File: config.mk
export PLATFORM = sky130hd
export DESIGN_NAME = if_fetch_unit
export DESIGN_NICKNAME = d
export VERILOG_FILES = /design/src/rtl/lc3b_types.sv /design/src/rtl/if_fetch_queue.sv /design/src/rtl/if_fetch_unit.sv
export SDC_FILE = /design/constraint.sdc
export NUM_CORES = 1
export LEC_CHECK = 0
export BUFFER_PORTS_ARGS = -buffer_cell sky130_fd_sc_hd__buf_2
export CAP_MARGIN = 30
export CORE_ASPECT_RATIO = 1.25
export CORE_MARGIN = 3
export CORE_UTILIZATION = 25
export CTS_CLUSTER_SIZE = 28
export DETAILED_ROUTE_END_ITERATION = 7
export SETUP_SLACK_MARGIN = 0.2
export SKIP_CTS_REPAIR_TIMING = 1
export SLEW_MARGIN = 20
export SYNTH_ARGS = -nofsm -noshare
export SYNTH_HDL_FRONTEND = slang
export SYNTH_SLANG_ARGS = --single-unit
File: constraint.sdc
create_clock -name clk -period 2.14 [get_ports clk]
set_clock_uncertainty 0.15 [all_clocks]
set_input_delay 0.107 -clock clk [delete_from_list [all_inputs] [get_ports clk]]
set_output_delay 0.107 -clock clk [all_outputs]
set_load 0.03 [all_outputs]
File: src/rtl/lc3b_types.sv
// lc3b_types: shared word/fetch-state types and prefetch queue sizing for the LC-3b front end.
// Build option IF_PREFETCH_QUEUE_EN: defined -> 2-entry prefetch queue, undefined -> 1-entry buffer.
// Types and constants only; no logic, no latency.
package lc3b_types;

    typedef logic [15:0] lc3b_word;

    typedef enum logic [1:0] {
        IDLE    = 2'd0,
        REQ     = 2'd1,
        DISCARD = 2'd2
    } lc3b_fetch_state;

`ifdef IF_PREFETCH_QUEUE_EN
    localparam int FQ_DEPTH = 2;
`else
    localparam int FQ_DEPTH = 1;
`endif

    localparam int FQ_CNT_W = $clog2(FQ_DEPTH + 1);
    localparam logic [FQ_CNT_W-1:0] FQ_DEPTH_C = FQ_DEPTH[FQ_CNT_W-1:0];

    // Sequential instruction address; wraps naturally at 16'hFFFE -> 16'h0000.
    function automatic lc3b_word pc_next(input lc3b_word pc);
        return pc + 16'd2;
    endfunction

endpackage

File: src/rtl/if_fetch_queue.sv
// if_fetch_queue: in-order instruction/PC buffer; entry 0 is always the head, so head outputs come straight from flops.
// Latency: a push is visible at the head the cycle after it is written into an empty queue.
// Backpressure: caller must not push when full; flush beats push/pop; pop on empty is ignored.
module if_fetch_queue
    import lc3b_types::*;
#(
    parameter int DEPTH = FQ_DEPTH,
    parameter int CNT_W = $clog2(DEPTH + 1)
) (
    input  logic             clk,
    input  logic             rst_n,
    input  logic             push_i,
    input  lc3b_word         push_instr_i,
    input  lc3b_word         push_pc_i,
    input  logic             pop_i,
    input  logic             flush_i,
    output lc3b_word         head_instr_o,
    output lc3b_word         head_pc_o,
    output logic             head_vld_o,
    output logic [CNT_W-1:0] count_o
);

    lc3b_word         instr_q [DEPTH];
    lc3b_word         instr_d [DEPTH];
    lc3b_word         pc_q    [DEPTH];
    lc3b_word         pc_d    [DEPTH];
    logic [CNT_W-1:0] count_q;
    logic [CNT_W-1:0] count_d;
    logic [CNT_W-1:0] wr_idx;
    logic             pop_ok;

    // Shift toward the head on pop, then drop a push into the first free slot after the shift.
    always_comb begin
        instr_d = instr_q;
        pc_d    = pc_q;
        count_d = count_q;
        pop_ok  = pop_i && (count_q != '0);
        wr_idx  = pop_ok ? (count_q - CNT_W'(1)) : count_q;
        if (flush_i) begin
            count_d = '0;
        end else begin
            if (pop_ok) begin
                for (int i = 0; i < DEPTH - 1; i++) begin
                    instr_d[i] = instr_q[i+1];
                    pc_d[i]    = pc_q[i+1];
                end
            end
            if (push_i) begin
                for (int i = 0; i < DEPTH; i++) begin
                    if (wr_idx == CNT_W'(i)) begin
                        instr_d[i] = push_instr_i;
                        pc_d[i]    = push_pc_i;
                    end
                end
            end
            count_d = count_q + CNT_W'(push_i) - CNT_W'(pop_ok);
        end
    end

    // Storage and occupancy registers; contents cleared on reset so the head reads zero.
    always_ff @(posedge clk or negedge rst_n) begin
        if (!rst_n) begin
            for (int i = 0; i < DEPTH; i++) begin
                instr_q[i] <= '0;
                pc_q[i]    <= '0;
            end
            count_q <= '0;
        end else begin
            instr_q <= instr_d;
            pc_q    <= pc_d;
            count_q <= count_d;
        end
    end

    assign head_instr_o = instr_q[0];
    assign head_pc_o    = pc_q[0];
    assign head_vld_o   = (count_q != '0);
    assign count_o      = count_q;

endmodule

File: src/rtl/if_fetch_unit.sv
// if_fetch_unit: LC-3b instruction fetch FSM feeding a prefetch queue (depth set by IF_PREFETCH_QUEUE_EN).
// Latency: mem_resp in cycle N makes the word visible on instr/instr_valid in cycle N+1 when the queue is empty.
// Backpressure: fetches only start while the queue has room; instr_ready pops the head; redirect flushes and wins over pop.
module if_fetch_unit
    import lc3b_types::*;
#(
    parameter lc3b_word RESET_PC = 16'h0000
) (
    input  logic     clk,
    input  logic     rst_n,
    output logic     mem_read,
    output lc3b_word mem_address,
    input  lc3b_word mem_rdata,
    input  logic     mem_resp,
    input  logic     redirect,
    input  lc3b_word redirect_pc,
    output lc3b_word instr,
    output lc3b_word instr_pc,
    output logic     instr_valid,
    input  logic     instr_ready
);

    lc3b_fetch_state      state_q;
    lc3b_fetch_state      state_d;
    lc3b_word             fetch_pc_q;
    lc3b_word             fetch_pc_d;
    lc3b_word             disc_addr_q;
    lc3b_word             disc_addr_d;
    logic                 push;
    logic                 pop;
    logic [FQ_CNT_W-1:0]  q_count;

    // Fetch sequencing: a redirect always retargets fetch_pc; a redirect during an open request
    // either drops the coincident response or parks in DISCARD until the stale response returns.
    always_comb begin
        state_d     = state_q;
        fetch_pc_d  = fetch_pc_q;
        disc_addr_d = disc_addr_q;
        push        = 1'b0;
        case (state_q)
            IDLE: begin
                if (redirect) begin
                    fetch_pc_d = redirect_pc;
                end else if (q_count < FQ_DEPTH_C) begin
                    state_d = REQ;
                end
            end
            REQ: begin
                if (redirect) begin
                    fetch_pc_d = redirect_pc;
                    if (mem_resp) begin
                        state_d = IDLE;
                    end else begin
                        state_d     = DISCARD;
                        disc_addr_d = fetch_pc_q;
                    end
                end else if (mem_resp) begin
                    push       = 1'b1;
                    fetch_pc_d = pc_next(fetch_pc_q);
                    state_d    = IDLE;
                end
            end
            DISCARD: begin
                if (redirect) begin
                    fetch_pc_d = redirect_pc;
                end
                if (mem_resp) begin
                    state_d = IDLE;
                end
            end
            default: state_d = IDLE;
        endcase
    end

    // FSM and address registers; reset abandons any open request outright.
    always_ff @(posedge clk or negedge rst_n) begin
        if (!rst_n) begin
            state_q     <= IDLE;
            fetch_pc_q  <= RESET_PC;
            disc_addr_q <= '0;
        end else begin
            state_q     <= state_d;
            fetch_pc_q  <= fetch_pc_d;
            disc_addr_q <= disc_addr_d;
        end
    end

    assign mem_read    = (state_q == REQ) || (state_q == DISCARD);
    assign mem_address = (state_q == DISCARD) ? disc_addr_q : fetch_pc_q;
    assign pop         = instr_valid && instr_ready && !redirect;

    if_fetch_queue #(
        .DEPTH (FQ_DEPTH),
        .CNT_W (FQ_CNT_W)
    ) u_queue (
        .clk          (clk),
        .rst_n        (rst_n),
        .push_i       (push),
        .push_instr_i (mem_rdata),
        .push_pc_i    (pc_next(fetch_pc_q)),
        .pop_i        (pop),
        .flush_i      (redirect),
        .head_instr_o (instr),
        .head_pc_o    (instr_pc),
        .head_vld_o   (instr_valid),
        .count_o      (q_count)
    );

endmodule

Word level (Yosys, flattened, before mapping)
Index checks and enable logic that the tools add are counted.
Storage, ports and cells
  register bits after elaboration: 67
  word-level logic and storage cells: 48
  output and inout bits: 50
  bits of input ports: 37
Operators by class
  add/sub/neg operators: 4
  mux-type cells: 16
  bitwise operators: 3
  $lt $le $gt $ge: 1
  reduce and logical (&&, ||, !) cells: 12
  equal/unequal tests: 6
Operators by type and width (count)
  $mux 16: 4
  $pmux 16 s2: 1
  $add 16x2->16 const B: 1
  $mux 2: 5
  $reduce_and 3->1: 3
  $pmux 2 s3: 1
  $mux 1: 5
  $ne 2x2->1 const B: 2
  $logic_and 1x1->1: 3
  $ne 3x3->1 const B: 1
  $not 1->1: 3
  $eq 2x1->1 const B: 1
  $eq 2x2->1 const B: 1
  $logic_not 2->1: 1
  $ne 2x1->1 const B: 1
  $reduce_and 2->1: 1
  $reduce_bool 2->1: 1
  $reduce_or 2->1: 1
  $add 1x1->1: 1
  $logic_not 1->1: 1
  $logic_or 1x1->1: 1
  $lt 1x1->1 const B: 1
  $sub 1x1->1: 1
  $sub 1x1->1 const B: 1

Longest topological paths before layout
  depth after elaboration: 6
  gate-level depth with buffers: 8
  mapped depth without buffers: 6

Modules after synthesis
From an unflattened synthesis, not the netlist that was laid out.
Second synthesis, totals
  cell total of the unflattened synthesis: 296
  area, all modules: 3460.8 sq um
Modules (own cells, without submodules)
  if_fetch_unit: area each 2188.3 sq um, cells each 223, instances 1
  if_fetch_queue: area each 1272.5 sq um, cells each 73, instances 1

Least setup slack after synthesis
Ideal clock, no wire load.
  kind: register to register
  from: reg state_q[0]
  to: reg fetch_pc_q[10]
  period minus slack after synthesis: 1865 ps
  cell stages (with the launch flop): 9
  setup slack: 275 ps
  buffers on the path: 2
  required time: 1864 ps
  arrival time: 1589 ps
  cells stage by stage: dfrtp_1 inv_1 ha_1 nor3_1 buf_2 buf_2 nand2_1 o22ai_1 a2bb2oi_1
On the way
  longest elaborated chain between the ends: 4
  elaborated cells between the ends (all ways): 9
RTL lines
  from (decl): line if_fetch_unit.sv:23  | lc3b_fetch_state state_q;
  from (signal assigned): line if_fetch_unit.sv:82  | state_q <= state_d;
  $eq 2x2->1 or $logic_not 2->1 (tied branches): line if_fetch_unit.sv:40  | case (state_q)
  $reduce_or 2->1 (no line)
  $ne 2x1->1 (no line) or $reduce_bool 2->1 (tied branches)
  $reduce_and 3->1 (no line)
  to (signal assigned): line if_fetch_unit.sv:83  | fetch_pc_q <= fetch_pc_d;
  to (decl): line if_fetch_unit.sv:25  | lc3b_word fetch_pc_q;
Parallel ways exist; a longest one is shown, timed or not.
A chain may end at the register's enable or synchronous reset.

Worst setup path after layout
  from: reg state_q[0]
  to: out mem_address[10]
On the way
  longest elaborated chain between the ends: 2
RTL lines
  $eq 2x2->1: line if_fetch_unit.sv:89  | assign mem_address = (state_q == DISCARD) ? disc_addr_q : fetch_pc_q;
  $mux 16: line if_fetch_unit.sv:89
  to (decl): line if_fetch_unit.sv:12  | output lc3b_word mem_address,
No other way between the ends.

==> results.tsv <==
metric	value	unit
run_status	finished with violations	
violations	negative hold slack	
crit_path_end	mem_address[10]	
slew-limit-headroom	0.738	
netlist.area_leader.share	0.491	
yosys.area_share.xor_xnor	0.0308	
dp_hpwl	6580	µm
met2_length	4650	µm
power.static_leakage	2.26	nW
grt_setup_unrepaired	yes	
crit_path_max_fanout	8	
critical_path.startpoint_type	register	
clk_latency	0.33	ns
cells_along_the_critical_path	inv_2 -> ha_4 -> clkbuf_16 -> mux2_4 -> buf_6	
grt_antenna_before_repair	0	
critPathArrivalTime	1.70	ns
core-area	13300	µm²
number_of_buffers_created_by_cts	9	
worst_hold_slack_across_all_endpoints	-0.0352	ns
syn_area_per_cell	10.0	µm²
placement.cell_area	4060	µm²
worstReg2RegStart	state_q[1]$_DFFE_PN0P_	
drc	0	
power_density	1710	nW/µm²
power.total	0.00843	W
ys_warn_count	0	
grt_pass1_wl	14000	µm
grt_usage	0.117	
layout-area-overhead-vs-synth	44.7	%
instances_no_fill	630	
synth_simple_gate_area_share	0.176	
final_area	4940	µm²
syn-instance-count	340	
hold-path-cell-count	3	
numClockSinks	67	
largest_net_degree_at_the_start_of_global_routing	68	
die_width	111	µm
synth.area.top_cells	dfrtp_1 (49%), mux2_2 (12%), nand2_1 (8.8%)	
wl_cell	15.2	µm
synth_async_sr_flop_share	1.00	
rows	47	
period_needed	1.96	ns
worstReg2RegEnd	fetch_pc_q[5]$_DFFE_PN0P_	
place.detailed.instances	586	
synth.cells.most_frequent	nand2_1 (80), dfrtp_1 (67), mux2_2 (35), buf_2 (14)	
buffer_levels_on_the_longest_clock_path	2	
synth_area	3410	µm²
r2r_cells	7	
timing.final.hold_violations	6	
ys_ff_latch	67	
report.final.setup_viol	0	
met1_length	4150	µm
synth_seq_area_share	0.491	
n_antenna_cell	0	
report.final.slew_viol_count	0	
clock_tree.htree_level_count	3	
root_buf_cell	clkbuf_16	
yosys.area_share.adder	0.0220	
worst_pin_slew	0.392	ns
initialDrtViolationCount	150	
synth-main-ff-cell	dfrtp_1	
maximum_single_stage_delay_on_the_critical_path	0.40	ns
final_nets	499	
netlist-cell-type-count	42	
power.ir.vdd_worst	0.506	mV
drt_pass1_iterations	4	
first_global_vias	2718	
worst_setup_hold_path_clk_slew	0.05	ns
port_buffers	86	
place.gp.congestion	0.802	
min_period_over_period	0.915	
timing.hold.worst.class	in2reg	
cpMaxStageDelayCell	dfrtp_1	
tritoncts	done	
largest_family_of_logic_cells_by_synthesized_area	simple AND/OR/NAND/NOR gates	
dr.max_layer_used	met4	
tns	0	ns
die_h	137	µm
wirelength	9570	µm
count_of_vias_placed_by_the_detailed_router	2919	
floorplan.die_area	15100	µm²
drive_gt1_frac	0.381	
critPathCaptureType	output port	
total_global_routing_overflow	0	
path_class	reg2out	
synth-compound-area-share	0.124	
critical_path.startpoint	state_q[0]$_DFFE_PN0P_	
met3RoutedLength	496	µm
timing.fmax	511	MHz
synth_mux_area_frac	0.115	
max-cap-violations	0	
synth_nets	383	
timing.reg2reg.setup_slack	0.22	ns
vias_per_cell	4.63	
synthMostInstantiatedCell	nand2_1	
initial_utilization	0.257	
synth_enable_flop_cells	0	
cp.required	1.88	ns
ios	87	
synthDominantAreaCellType	dfrtp_1	
drtAntennaViolNets	0	
metrics by stage:
stage	utilization	worst slack [ns]
global placement	0.305	0.107
finish	0.372	0.182
global route	0.372	0.113
floorplan	-	0.275
detailed placement	0.305	0.0952
CTS	0.328	-0.0248
power by group:
part	internal (W)	switching, W
Clock	0.000981	0.000512
Sequential	0.00189	0.000527
Combinational	0.00199	0.00254
Total	0.00486	0.00357
layout by cell type (no fill, tap or decap), types with 5 or more instances in the layout:
cell type,netlist,routed
nor2b_1,5,5
nand4_1,7,7
nand2_1,80,80
o21ai_1,10,10
buf_4,2,11
xor2_1,10,10
a211oi_1,10,9
nor2_1,9,8
o21ai_0,11,11
o22ai_1,7,7
a2bb2oi_1,11,11
mux2_2,35,20
buf_6,1,20
clkbuf_16,0,11
nand3_1,6,6
dlygate4sd3_1,0,24
mux2_4,0,15
dfrtp_1,67,66
buf_2,14,70
how the worst min path moves through the flow:
stage                    startpoint                                   to  slack [ns]
global route        redirect_pc[12]           fetch_pc_q[12]$_DFFE_PN0P_      0.0005
detailed placement            rst_n  u_queue.head_instr_o[3]$_DFFE_PN0P_        0.01
global placement              rst_n  u_queue.head_instr_o[2]$_DFFE_PN0P_       0.005
CTS                           rst_n  u_queue.head_instr_o[3]$_DFFE_PN0P_       -0.34
finish               redirect_pc[9]            fetch_pc_q[9]$_DFFE_PN0P_       -0.04
floorplan                     rst_n           disc_addr_q[0]$_DFFE_PN0P_       -0.34
per-layer routing:
layer | track usage | vias to the layer above
li1 | - | 1426
met4 | 0.0541 | 0
met2 | 0.190 | 73
met3 | 0.0358 | 18
met5 | 0 | -
met1 | 0.142 | 1402
flip-flops by register name, indices dropped and copies added, names as in the netlist:
| signal | count |
|---|---|
| state_q | 2 |
| fetch_pc_q | 16 |
| u_queue.head_pc_o | 16 |
| disc_addr_q | 16 |
| u_queue.head_instr_o | 16 |
| u_queue.count_o | 1 |
cell families after synthesis:
group | Yosys count
AOI/OAI and AO/OA | 63
xor gates and xnor gates | 12
adders and majority gates | 6
buffers and inverters | 28
DFF | 67
muxes | 35
and+or+nand+nor | 129
layout make-up:
type / count / area (µm²)
fillers: 1338 / 8350
clock inverters: 2 / 35.0
well taps: 171 / 214
inverters: 3 / 11.3
multi-input cells: 245 / 1730
repair buffers: 130 / 1010
clock buffers: 12 / 267
flip-flops and latches: 67 / 1680
critical path, delay by kind of cell, from the launching register on:
family / cells / cell delay (ns)
adder cells (fa/ha/maj): 1 / 0.23
buffers and inverters: 3 / 0.43
flip-flops: 1 / 0.40
multiplexers: 1 / 0.31
(Power assumes the default switching activity.)
